**config.mk**
```make
export PLATFORM = sky130hd
export DESIGN_NAME = rr_stream_mux_flat
export DESIGN_NICKNAME = d
export VERILOG_FILES = /design/src/rtl/rr_stream_mux_if.sv /design/src/rtl/rr_stream_mux.sv /design/src/flat_wrapper.sv
export SDC_FILE = /design/constraint.sdc
export NUM_CORES = 1
export LEC_CHECK = 0
export ABC_AREA = 1
export CORE_ASPECT_RATIO = 0.5
export CORE_UTILIZATION = 44
export DETAILED_ROUTE_END_ITERATION = 10
export PLACE_DENSITY = 0.95
export SLEW_MARGIN = 20
export SYNTH_ARGS = -nofsm -noshare
export SYNTH_HDL_FRONTEND = slang
export SYNTH_SLANG_ARGS = --single-unit
```
**constraint.sdc**
```tcl
create_clock -name i_clk -period 3.7 [get_ports i_clk]
set_input_delay 0.925 -clock i_clk [delete_from_list [all_inputs] [get_ports i_clk]]
set_output_delay 0.925 -clock i_clk [all_outputs]
set_load 0.01 [all_outputs]
```
**src/rtl/rr_stream_mux_if.sv**
```systemverilog
// Stream bundle between N upstream channels, the round-robin mux and one downstream sink.
// The slave modport is the mux side; the master modport is the side that drives the channels and the sink ready.
interface rr_stream_mux_if #(
    parameter int ADDRESS_WIDTH = 2,
    parameter int DATA_WIDTH    = 8
);
    localparam int N = 1 << ADDRESS_WIDTH;

    logic [N-1:0]            i_valid;
    logic [N*DATA_WIDTH-1:0] i_data;
    logic [N-1:0]            o_ready;
    logic                    o_valid;
    logic [DATA_WIDTH-1:0]   o_data;
    logic [ADDRESS_WIDTH-1:0] o_address;
    logic                    i_ready;

    modport master (
        output i_valid, i_data, i_ready,
        input  o_ready, o_valid, o_data, o_address
    );

    modport slave (
        input  i_valid, i_data, i_ready,
        output o_ready, o_valid, o_data, o_address
    );
endinterface

```
**src/rtl/rr_stream_mux.sv**
```systemverilog
// Round-robin N:1 stream mux with a single registered output beat.
// A beat can be accepted in the same cycle the held beat leaves, so a busy sink sees one beat per cycle.
module rr_stream_mux #(
    parameter int ADDRESS_WIDTH = 2,
    parameter int DATA_WIDTH    = 8
) (
    input  logic          i_clk,
    input  logic          i_rst_n,
    rr_stream_mux_if.slave bus
);
    localparam int N = 1 << ADDRESS_WIDTH;

    typedef logic [ADDRESS_WIDTH-1:0] idx_t;

    idx_t                  last_grant_q, last_grant_d;
    idx_t                  out_addr_q,   out_addr_d;
    logic                  out_valid_q,  out_valid_d;
    logic [DATA_WIDTH-1:0] out_data_q,   out_data_d;

    idx_t                  winner;
    logic                  any_valid;
    logic                  out_free;
    logic                  take;
    logic [N-1:0]          grant;

    // Walk the offsets from farthest to nearest so the nearest requester after
    // last_grant is written last and wins; offset N wraps back to last_grant itself.
    always_comb begin
        // NOTE: combinational logic uses blocking '=' and every output gets a
        // default first, so no path leaves a value unassigned and no latch is inferred.
        winner    = last_grant_q;
        any_valid = 1'b0;
        for (int off = N; off >= 1; off--) begin
            idx_t cand;
            cand = last_grant_q + idx_t'(off);
            if (bus.i_valid[cand]) begin
                winner    = cand;
                any_valid = 1'b1;
            end
        end
    end

    assign out_free = !out_valid_q || bus.i_ready;
    // Reset gates the grant directly so o_ready is quiet while i_rst_n is low.
    assign take     = any_valid && out_free && i_rst_n;

    always_comb begin
        grant = '0;
        if (take) begin
            grant[winner] = 1'b1;
        end
    end

    assign bus.o_ready = grant;

    always_comb begin
        last_grant_d = last_grant_q;
        out_valid_d  = out_valid_q;
        out_data_d   = out_data_q;
        out_addr_d   = out_addr_q;
        if (take) begin
            last_grant_d = winner;
            out_valid_d  = 1'b1;
            out_data_d   = bus.i_data[int'(winner)*DATA_WIDTH +: DATA_WIDTH];
            out_addr_d   = winner;
        end else if (out_valid_q && bus.i_ready) begin
            out_valid_d  = 1'b0;
        end
    end

    // NOTE: state registers use non-blocking '<=' only; the payload register is
    // reset too, because o_data must read zero while reset is held.
    always_ff @(posedge i_clk or negedge i_rst_n) begin
        if (!i_rst_n) begin
            last_grant_q <= idx_t'(N - 1);
            out_valid_q  <= 1'b0;
            out_data_q   <= '0;
            out_addr_q   <= '0;
        end else begin
            last_grant_q <= last_grant_d;
            out_valid_q  <= out_valid_d;
            out_data_q   <= out_data_d;
            out_addr_q   <= out_addr_d;
        end
    end

    assign bus.o_valid   = out_valid_q;
    assign bus.o_data    = out_data_q;
    assign bus.o_address = out_addr_q;

    // Design invariants, checked in simulation only by tools that honour assertions.
    a_ready_onehot : assert property (
        @(posedge i_clk) disable iff (!i_rst_n)
        $onehot0(bus.o_ready)
    );

    a_ready_quiet_when_stalled : assert property (
        @(posedge i_clk) disable iff (!i_rst_n)
        (out_valid_q && !bus.i_ready) |-> (bus.o_ready == '0)
    );

    a_hold_while_stalled : assert property (
        @(posedge i_clk) disable iff (!i_rst_n)
        (out_valid_q && !bus.i_ready) |=>
            (out_valid_q && $stable(out_data_q) && $stable(out_addr_q))
    );

    a_load_next_cycle : assert property (
        @(posedge i_clk) disable iff (!i_rst_n)
        take |=> (out_valid_q && out_addr_q == $past(winner)
                  && last_grant_q == $past(winner))
    );

    a_grant_only_on_transfer : assert property (
        @(posedge i_clk) disable iff (!i_rst_n)
        !take |=> $stable(last_grant_q)
    );
endmodule

```
**src/flat_wrapper.sv**
```systemverilog
// flat-port wrapper written by rule: the top's interface ports become plain ports
module rr_stream_mux_flat 
#(
    parameter int ADDRESS_WIDTH = 2,
    parameter int DATA_WIDTH    = 8
)
  (i_clk, i_rst_n, bus_i_valid, bus_i_data, bus_i_ready, bus_o_ready, bus_o_valid, bus_o_data, bus_o_address);
  rr_stream_mux_if #(.ADDRESS_WIDTH(ADDRESS_WIDTH), .DATA_WIDTH(DATA_WIDTH)) bus_i ();
  input  logic i_clk;
  input  logic i_rst_n;
  input wire logic [$bits(bus_i.i_valid)-1:0] bus_i_valid;
  input wire logic [$bits(bus_i.i_data)-1:0] bus_i_data;
  input wire logic [$bits(bus_i.i_ready)-1:0] bus_i_ready;
  output wire logic [$bits(bus_i.o_ready)-1:0] bus_o_ready;
  output wire logic [$bits(bus_i.o_valid)-1:0] bus_o_valid;
  output wire logic [$bits(bus_i.o_data)-1:0] bus_o_data;
  output wire logic [$bits(bus_i.o_address)-1:0] bus_o_address;
  assign bus_i.i_valid = bus_i_valid;
  assign bus_i.i_data = bus_i_data;
  assign bus_i.i_ready = bus_i_ready;
  assign bus_o_ready = bus_i.o_ready;
  assign bus_o_valid = bus_i.o_valid;
  assign bus_o_data = bus_i.o_data;
  assign bus_o_address = bus_i.o_address;
  rr_stream_mux #(.ADDRESS_WIDTH(ADDRESS_WIDTH), .DATA_WIDTH(DATA_WIDTH)) u_core (.i_clk(i_clk), .i_rst_n(i_rst_n), .bus(bus_i));
endmodule
```
==> impl_summary.log, run 1 <==
INFO  metric run_status = finished clean
INFO  metric syn_nets = 221
INFO  metric timing.final.setup_violations = 0
INFO  metric fin_nets = 285
INFO  metric syn_area = 1170 sq um
INFO  metric grt_pass1_wl = 5260 um
INFO  metric dieHeight = 38.4 um
INFO  metric htreeDepth = 1
INFO  metric instances_no_fill = 280
INFO  metric grt-busiest-layer = met2
INFO  metric worst_ep_arrival_time = 2.51 ns
INFO  metric setup.worst_path.start_class = primary input
INFO  metric cts_buffer_depth = 2
INFO  metric die-width = 74.8 um
INFO  metric grt.total_usage = 0.250
INFO  metric timing.setup.critical_path_class = primary input to output pin
INFO  metric postSynthCellCount = 182
INFO  metric grtUsageMet2 = 0.435
INFO  metric number_of_global_route_vias_before_repair = 1261
INFO  metric antenna-diode-count = 0
INFO  metric groute.layer.met1.usage = 0.323
INFO  metric whs = 0.489 ns
INFO  metric cts-buffers-inserted = 3
INFO  metric dp.cells = 276
INFO  metric nFillCells = 168
INFO  metric cts_sink_cnt = 13
INFO  metric path_max_fanout = 4
INFO  metric ant_nets = 0
INFO  metric final_min_period_over_clock_period = 0.929
INFO  metric clock-skew-final = 0.00278 ns
INFO  metric core_area = 2360 sq um
INFO  metric yosys.area.top_type = sky130_fd_sc_hd__dfrtp_1
INFO  metric synth_largest_type_area_fraction = 0.236
INFO  metric pre_cts_slack = -0.0114 ns
INFO  metric worst_ep_required_time = 2.77 ns
INFO  metric setup.worst_path.end_class = output pin
INFO  metric design.portCount = 54
INFO  metric finalPower = 1420 uW
INFO  metric grt_antenna_before_repair = 0
INFO  metric detail_route.wl_per_cell = 11.8 um
INFO  metric leakage = 0.00102 uW
INFO  metric final_hold_viol_count = 0
INFO  metric cts_hold_buffers = 0
INFO  metric num_rows = 12
INFO  metric placed_area = 1770 sq um
INFO  metric post-route-min-period = 3.44 ns
INFO  metric synthesis.yosys.warnings = 0
INFO  metric grt_max_degree = 14
INFO  metric ys_ff_latch = 13
INFO  metric drc = 0
INFO  metric flow.area_growth_from_synthesis = 56.3%
INFO  metric worst_slew_pin_slew = 0.294 ns
INFO  metric place.detailed.hpwl = 2660 um
INFO  metric final_cell_mix = sky130_fd_sc_hd__nand2_1, sky130_fd_sc_hd__clkdlybuf4s50_1, sky130_fd_sc_hd__inv_1, sky130_fd_sc_hd__nand3_1, sky130_fd_sc_hd__nand2_2
INFO  metric routed_via_density = 4.76
INFO  metric max-slew-margin-rel = 0.804
INFO  metric seq_area_frac_synth = 0.281
INFO  metric worst_hold_path_type = flip-flop to flip-flop
INFO  metric layout_commonest_cell = sky130_fd_sc_hd__nand2_1
INFO  metric cell_pwr_density = 781 nW/um^2
INFO  metric timing.final.ws_setup = 0.263 ns
INFO  metric yosys.cell_types.count = 18
INFO  metric maxCapViolations = 0
INFO  metric post_cts.repair.setup_buffers = 0
INFO  metric rd_place_congestion = 0.864
INFO  metric peakVddDrop = 417 uV
INFO  metric root_buffer = sky130_fd_sc_hd__clkbuf_8
INFO  metric clock.fmax = 0.291 GHz
INFO  metric detail_route.first_pass.iterations = 4
INFO  metric cts.clk_slew.worst_paths = 0.06 ns
INFO  metric grt_util_met3 = 0.0316
INFO  metric tritoncts = built
INFO  metric port-buffer-count = 53
INFO  metric clk-insertion-delay-late = 0.24 ns
INFO  metric drt-initial-drc-count = 121
INFO  metric drive_above_1_share = 0.171
INFO  metric drv_slew = 0
INFO  metric synth_area_per_cell = 6.41 sq um
INFO  metric unrepaired_setup_endpoints_after_global_routing = false
INFO  metric globalRoute.totalOverflow = 0
INFO  metric floorplan.initialDensity = 0.495
INFO  metric post-route-cell-area = 1820 sq um
INFO  metric num_vias = 1334
INFO  metric design.die.area = 2870 sq um
INFO  metric netlist_top_cells_area = sky130_fd_sc_hd__dfrtp_1, sky130_fd_sc_hd__nand2_1, sky130_fd_sc_hd__nand3_1
INFO  metric finalWirelength = 3300 um
-- registers in the layout, indices dropped and copies added, names as in the netlist --
register and count:
u_core.last_grant_q 2, u_core.bus.o_address 2, u_core.bus.o_valid 1, u_core.bus.o_data 8
-- worst paths after layout --
kind                                              from                     end  slack, ns  cells past startpoint
worst min register to register    u_core.bus.o_data[0]    u_core.bus.o_data[0]       0.49                      2
worst max-delay path                    bus_i_valid[0]          bus_o_ready[1]       0.26                     12
max in group asynchronous                      i_rst_n  u_core.last_grant_q[0]       2.45                      2
min in group asynchronous                      i_rst_n    u_core.bus.o_data[4]       1.02                      2
worst min-delay path              u_core.bus.o_data[0]    u_core.bus.o_data[0]       0.49                      2
worst max register to register  u_core.last_grant_q[0]    u_core.bus.o_data[6]       1.60                      9
-- area by class of cell --
cell class,instances,area (sq um),area share
clock inverter,1,5.00,0.00275
timing repair buffer,63,612,0.336
inverter,39,154,0.0844
clock buffer,3,41.3,0.0226
sequential,13,328,0.180
multi-input combinational,126,639,0.351
tap,35,43.8,0.0240
-- cell usage after synthesis --
cell type and instances:
sky130_fd_sc_hd__a21oi_1 1, sky130_fd_sc_hd__nor2_2 1, sky130_fd_sc_hd__o21ai_0 2, sky130_fd_sc_hd__buf_6 4, sky130_fd_sc_hd__inv_1 36, sky130_fd_sc_hd__nand3_1 34, sky130_fd_sc_hd__nor2_1 8, sky130_fd_sc_hd__dfstp_2 2
sky130_fd_sc_hd__nand3_2 3, sky130_fd_sc_hd__dfrtp_1 11, sky130_fd_sc_hd__inv_2 2, sky130_fd_sc_hd__nand2_4 5, sky130_fd_sc_hd__nand2_2 12, sky130_fd_sc_hd__inv_8 1, sky130_fd_sc_hd__o211ai_1 4, sky130_fd_sc_hd__nand3_4 1
sky130_fd_sc_hd__nand4_1 1, sky130_fd_sc_hd__nand2_1 54
-- critical path: stages --
cell                              delay, ns
sky130_fd_sc_hd__clkdlybuf4s50_1       0.45
sky130_fd_sc_hd__inv_1                 0.07
sky130_fd_sc_hd__nand2_1               0.10
sky130_fd_sc_hd__nand2_4               0.07
sky130_fd_sc_hd__nand2_2               0.08
sky130_fd_sc_hd__nand3_4               0.08
sky130_fd_sc_hd__nand2_2               0.09
sky130_fd_sc_hd__nand2_2               0.06
sky130_fd_sc_hd__nand2_2               0.07
sky130_fd_sc_hd__nand2_1               0.11
sky130_fd_sc_hd__nor2_1                0.12
sky130_fd_sc_hd__dlygate4sd2_1         0.27
-- what timing repair did --
item | in CTS | in global routing
gates resized for setup | 2 | 3
hold endpoints to repair | 0 | 0
setup endpoints to repair | 2 | 3
-- report_power, final --
part	switching (uW)	internal, uW	total, uW
Combinational	583	434	1020
Clock	52.8	74.3	127
Sequential	62.2	218	281
Total	698	727	1420
-- kinds of logic after synthesis --
| logic type | after synthesis | share of synthesized area |
|---|---|---|
| AOI/OAI and AO/OA | 7 | 0.0386 |
| DFF | 13 | 0.281 |
| and+or+nand+nor | 119 | 0.510 |
| buffers and inverters | 43 | 0.171 |
-- layer usage --
metal | vias up | wire, um | part of all wire
met5 | - | 0 | 0
met4 | 0 | 58 | 0.018
met3 | 6 | 174 | 0.053
met2 | 40 | 1640 | 0.50
met1 | 605 | 1420 | 0.43
li1 | 683 | - | -
-- through the flow --
stage | TNS, ns | util
after floorplan | 0 | -
after detailed placement | -0.0114 | 0.751
after CTS | 0 | 0.770
final | 0 | 0.773
after global placement | 0 | 0.751
after global routing | 0 | 0.773
(Power assumes the default switching activity.)
==> run 2: changes to the inputs <==
- CTS_CLUSTER_DIAMETER: default -> 50
==> results of run 2 <==
Same layout as run 1: the final DEF is identical, and so are final timing and power.
==> run 3: changes to the inputs <==
- PLACE_DENSITY: 0.95 -> 0.88
- RECOVER_POWER: default -> 50
==> run 3 against run 2 <==
Total power up 0.95%. Utilization up 0.11 points. Combinational power about the same. Die area unchanged. Via count up 1.6%. Non-clock buffer count up 1. Flip-flop and latch count unchanged. Design area up 0.14%. Worst setup slack worse by 0.012 ns. Largest cell class unchanged. Highest routed layer unchanged.
==> impl_summary.log, run 3 (synthesized netlist as in run 1, its figures left out) <==
INFO  metric run_status = finished clean
INFO  metric worst_slew_pin_slew = 0.716 ns
INFO  metric clock.fmax = 0.290 GHz
INFO  metric reg2reg_launch_point = u_core.last_grant_q[0]
INFO  metric final_min_period_over_clock_period = 0.932
INFO  metric setup.worst_path.end_class = output pin
INFO  metric grt_max_degree = 14
INFO  metric leakage = 0.00103 uW
INFO  metric post-route-min-period = 3.45 ns
INFO  metric cpMaxStageDelayCell = sky130_fd_sc_hd__clkdlybuf4s50_1
INFO  metric globalRoute.totalOverflow = 0
INFO  metric worst_hold_path.num_cells = 2
INFO  metric switchingPower = 714 uW
INFO  metric design.die.area = 2870 sq um
INFO  metric nFillCells = 176
INFO  metric clock-skew-final = 0.00354 ns
INFO  metric min-delay-start = u_core.bus.o_data[2]
INFO  metric htreeDepth = 1
INFO  metric die-width = 74.8 um
INFO  metric drive_above_1_share = 0.167
INFO  metric clk-insertion-delay-late = 0.24 ns
INFO  metric final_hold_viol_count = 0
INFO  metric sequential_cell_area = 328 sq um
INFO  metric setup_tns = 0 ns
INFO  metric tritoncts = built
INFO  metric max-slew-margin-rel = 0.522
INFO  metric worst_ep_arrival_time = 2.52 ns
INFO  metric antenna-diode-count = 0
INFO  metric multiInputGateArea = 639 sq um
INFO  metric fin_nets = 286
INFO  metric unrepaired_setup_endpoints_after_global_routing = false
INFO  metric grt_pass1_wl = 5990 um
INFO  metric path_max_fanout = 4
INFO  metric cts_buffer_depth = 2
INFO  metric num_rows = 12
INFO  metric cts_sink_cnt = 13
INFO  metric flow.area_growth_from_synthesis = 56.5%
INFO  metric place.detailed.hpwl = 2850 um
INFO  metric critical_path.cell_chain = clkdlybuf4s50_1, inv_2, nand2_1, nand3_1, nand3_4, nand2_2, nand2_2, nand2_4, nand2_1, nor2_1, dlygate4sd2_1
INFO  metric p_seq_frac = 0.194
INFO  metric ant_nets = 0
INFO  metric detail_route.first_pass.iterations = 5
INFO  metric combPwrFrac = 0.717
INFO  metric rd_place_congestion = 0.869
INFO  metric num_vias = 1355
INFO  metric drv_slew = 0
INFO  metric number_of_global_route_vias_before_repair = 1309
INFO  metric finalWirelength = 3480 um
INFO  metric peakVddDrop = 441 uV
INFO  metric floorplan.initialDensity = 0.495
INFO  metric pre_cts_slack = -0.0362 ns
INFO  metric core_area = 2360 sq um
INFO  metric post_cts.repair.setup_buffers = 0
INFO  metric drc = 0
INFO  metric dieHeight = 38.4 um
INFO  metric routed_via_density = 4.82
INFO  metric critical-path-max-stage-delay = 0.41 ns
INFO  metric worst_ep_required_time = 2.77 ns
INFO  metric final_cell_mix = sky130_fd_sc_hd__nand2_1, sky130_fd_sc_hd__clkdlybuf4s50_1, sky130_fd_sc_hd__inv_1, sky130_fd_sc_hd__nand3_1, sky130_fd_sc_hd__nand2_2
INFO  metric worst_r2r_path_depth = 12
INFO  metric port-buffer-count = 53
INFO  metric design.portCount = 54
INFO  metric timing.final.setup_violations = 0
INFO  metric largest_register_ffs = 8
INFO  metric cell_pwr_density = 788 nW/um^2
INFO  metric hold-path-endpoint = u_core.bus.o_data[2]
INFO  metric timing.final.ws_setup = 0.250 ns
INFO  metric worst_hold_path_type = flip-flop to flip-flop
INFO  metric worst_reg2reg_setup_slack = 1.72 ns
INFO  metric cell_internal_pwr = 724 uW
INFO  metric cts-buffers-inserted = 3
INFO  metric switching_share = 0.496
INFO  metric cts.clk_slew.worst_paths = 0.05 ns
INFO  metric grt.total_usage = 0.286
INFO  metric timing.setup.critical_path_class = primary input to output pin
INFO  metric regToRegEndpoint = u_core.bus.o_data[3]
INFO  metric layout_commonest_cell = sky130_fd_sc_hd__nand2_1
INFO  metric root_buffer = sky130_fd_sc_hd__clkbuf_8
INFO  metric maxCapViolations = 0
INFO  metric detail_route.wl_per_cell = 12.4 um
INFO  metric drt-initial-drc-count = 99
INFO  metric pwr-share-clk = 0.089
INFO  metric fin_util = 0.774
INFO  metric setup.worst_path.start_class = primary input
INFO  metric grt_antenna_before_repair = 0
==> run 3: changes by cell type in the layout (fill, tap and decap cells not counted), sizes merged <==
cell           delta
dlygate4sd3       +8
clkdlybuf4s50     -8
clkbuf            +2
clkinv            -1
==> run 3: worst max-delay path by stage <==
stage	start	end	slack (ns)	cells past startpoint
after floorplan	bus_i_valid[1]	bus_o_ready[1]	0.90	9
after global placement	bus_i_valid[1]	bus_o_ready[0]	0.08	11
after detailed placement	bus_i_valid[1]	bus_o_ready[2]	-0.04	11
after CTS	bus_i_valid[1]	bus_o_ready[3]	0.03	11
after global routing	bus_i_valid[0]	bus_o_ready[2]	0.16	12
final	bus_i_valid[1]	bus_o_ready[2]	0.25	11
==> run 3: metrics by stage <==
stage | instance area (sq um) | total power [uW] | instances | hold WS [ns]
2_1_floorplan | 1170 | 907 | 182 | 0.513
3_3_place_gp | 1780 | 1260 | 277 | 0.464
3_5_place_dp | 1780 | 1320 | 277 | 0.468
4_1_cts | 1820 | 1450 | 281 | 0.480
5_1_grt | 1830 | 1560 | 281 | 0.505
6_report | 1830 | 1440 | 281 | 0.474
==> run 3: what timing repair did <==
action / 4_1_cts / 5_1_grt
hold buffers: 0 / 0
gates cloned: 0 / 0
gates resized for setup: 2 / 3
setup endpoints to repair: 4 / 3
pin swaps: 0 / 0
==> run 3: area by class of cell <==
type / instances / share of cell area
well taps: 35 / 0.0240
multi-input cells: 126 / 0.350
flip-flops and latches: 13 / 0.180
clock buffers: 4 / 0.0247
repair buffers: 64 / 0.337
inverters: 39 / 0.0843
==> run 3: critical path, delay by kind of cell <==
kind	cells	cell delay [ns]
buffers and inverters	3	0.81
AND/OR/NAND/NOR	8	0.79
==> run 3: layer usage <==
layer	vias to the layer above	part of all wire	track usage
li1	684	-	-
met1	628	0.45	0.373
met2	39	0.51	0.505
met3	4	0.040	0.0316
met4	0	0.0078	0.0896
met5	-	0	0
==> run 3: power groups by stage <==
stage	Clock, uW	Combinational [uW]	Sequential (uW)
3_3_place_gp	0	988	275
3_5_place_dp	0	1040	280
6_report	127	1030	279
2_1_floorplan	0	627	280
4_1_cts	131	1040	279
5_1_grt	137	1130	288
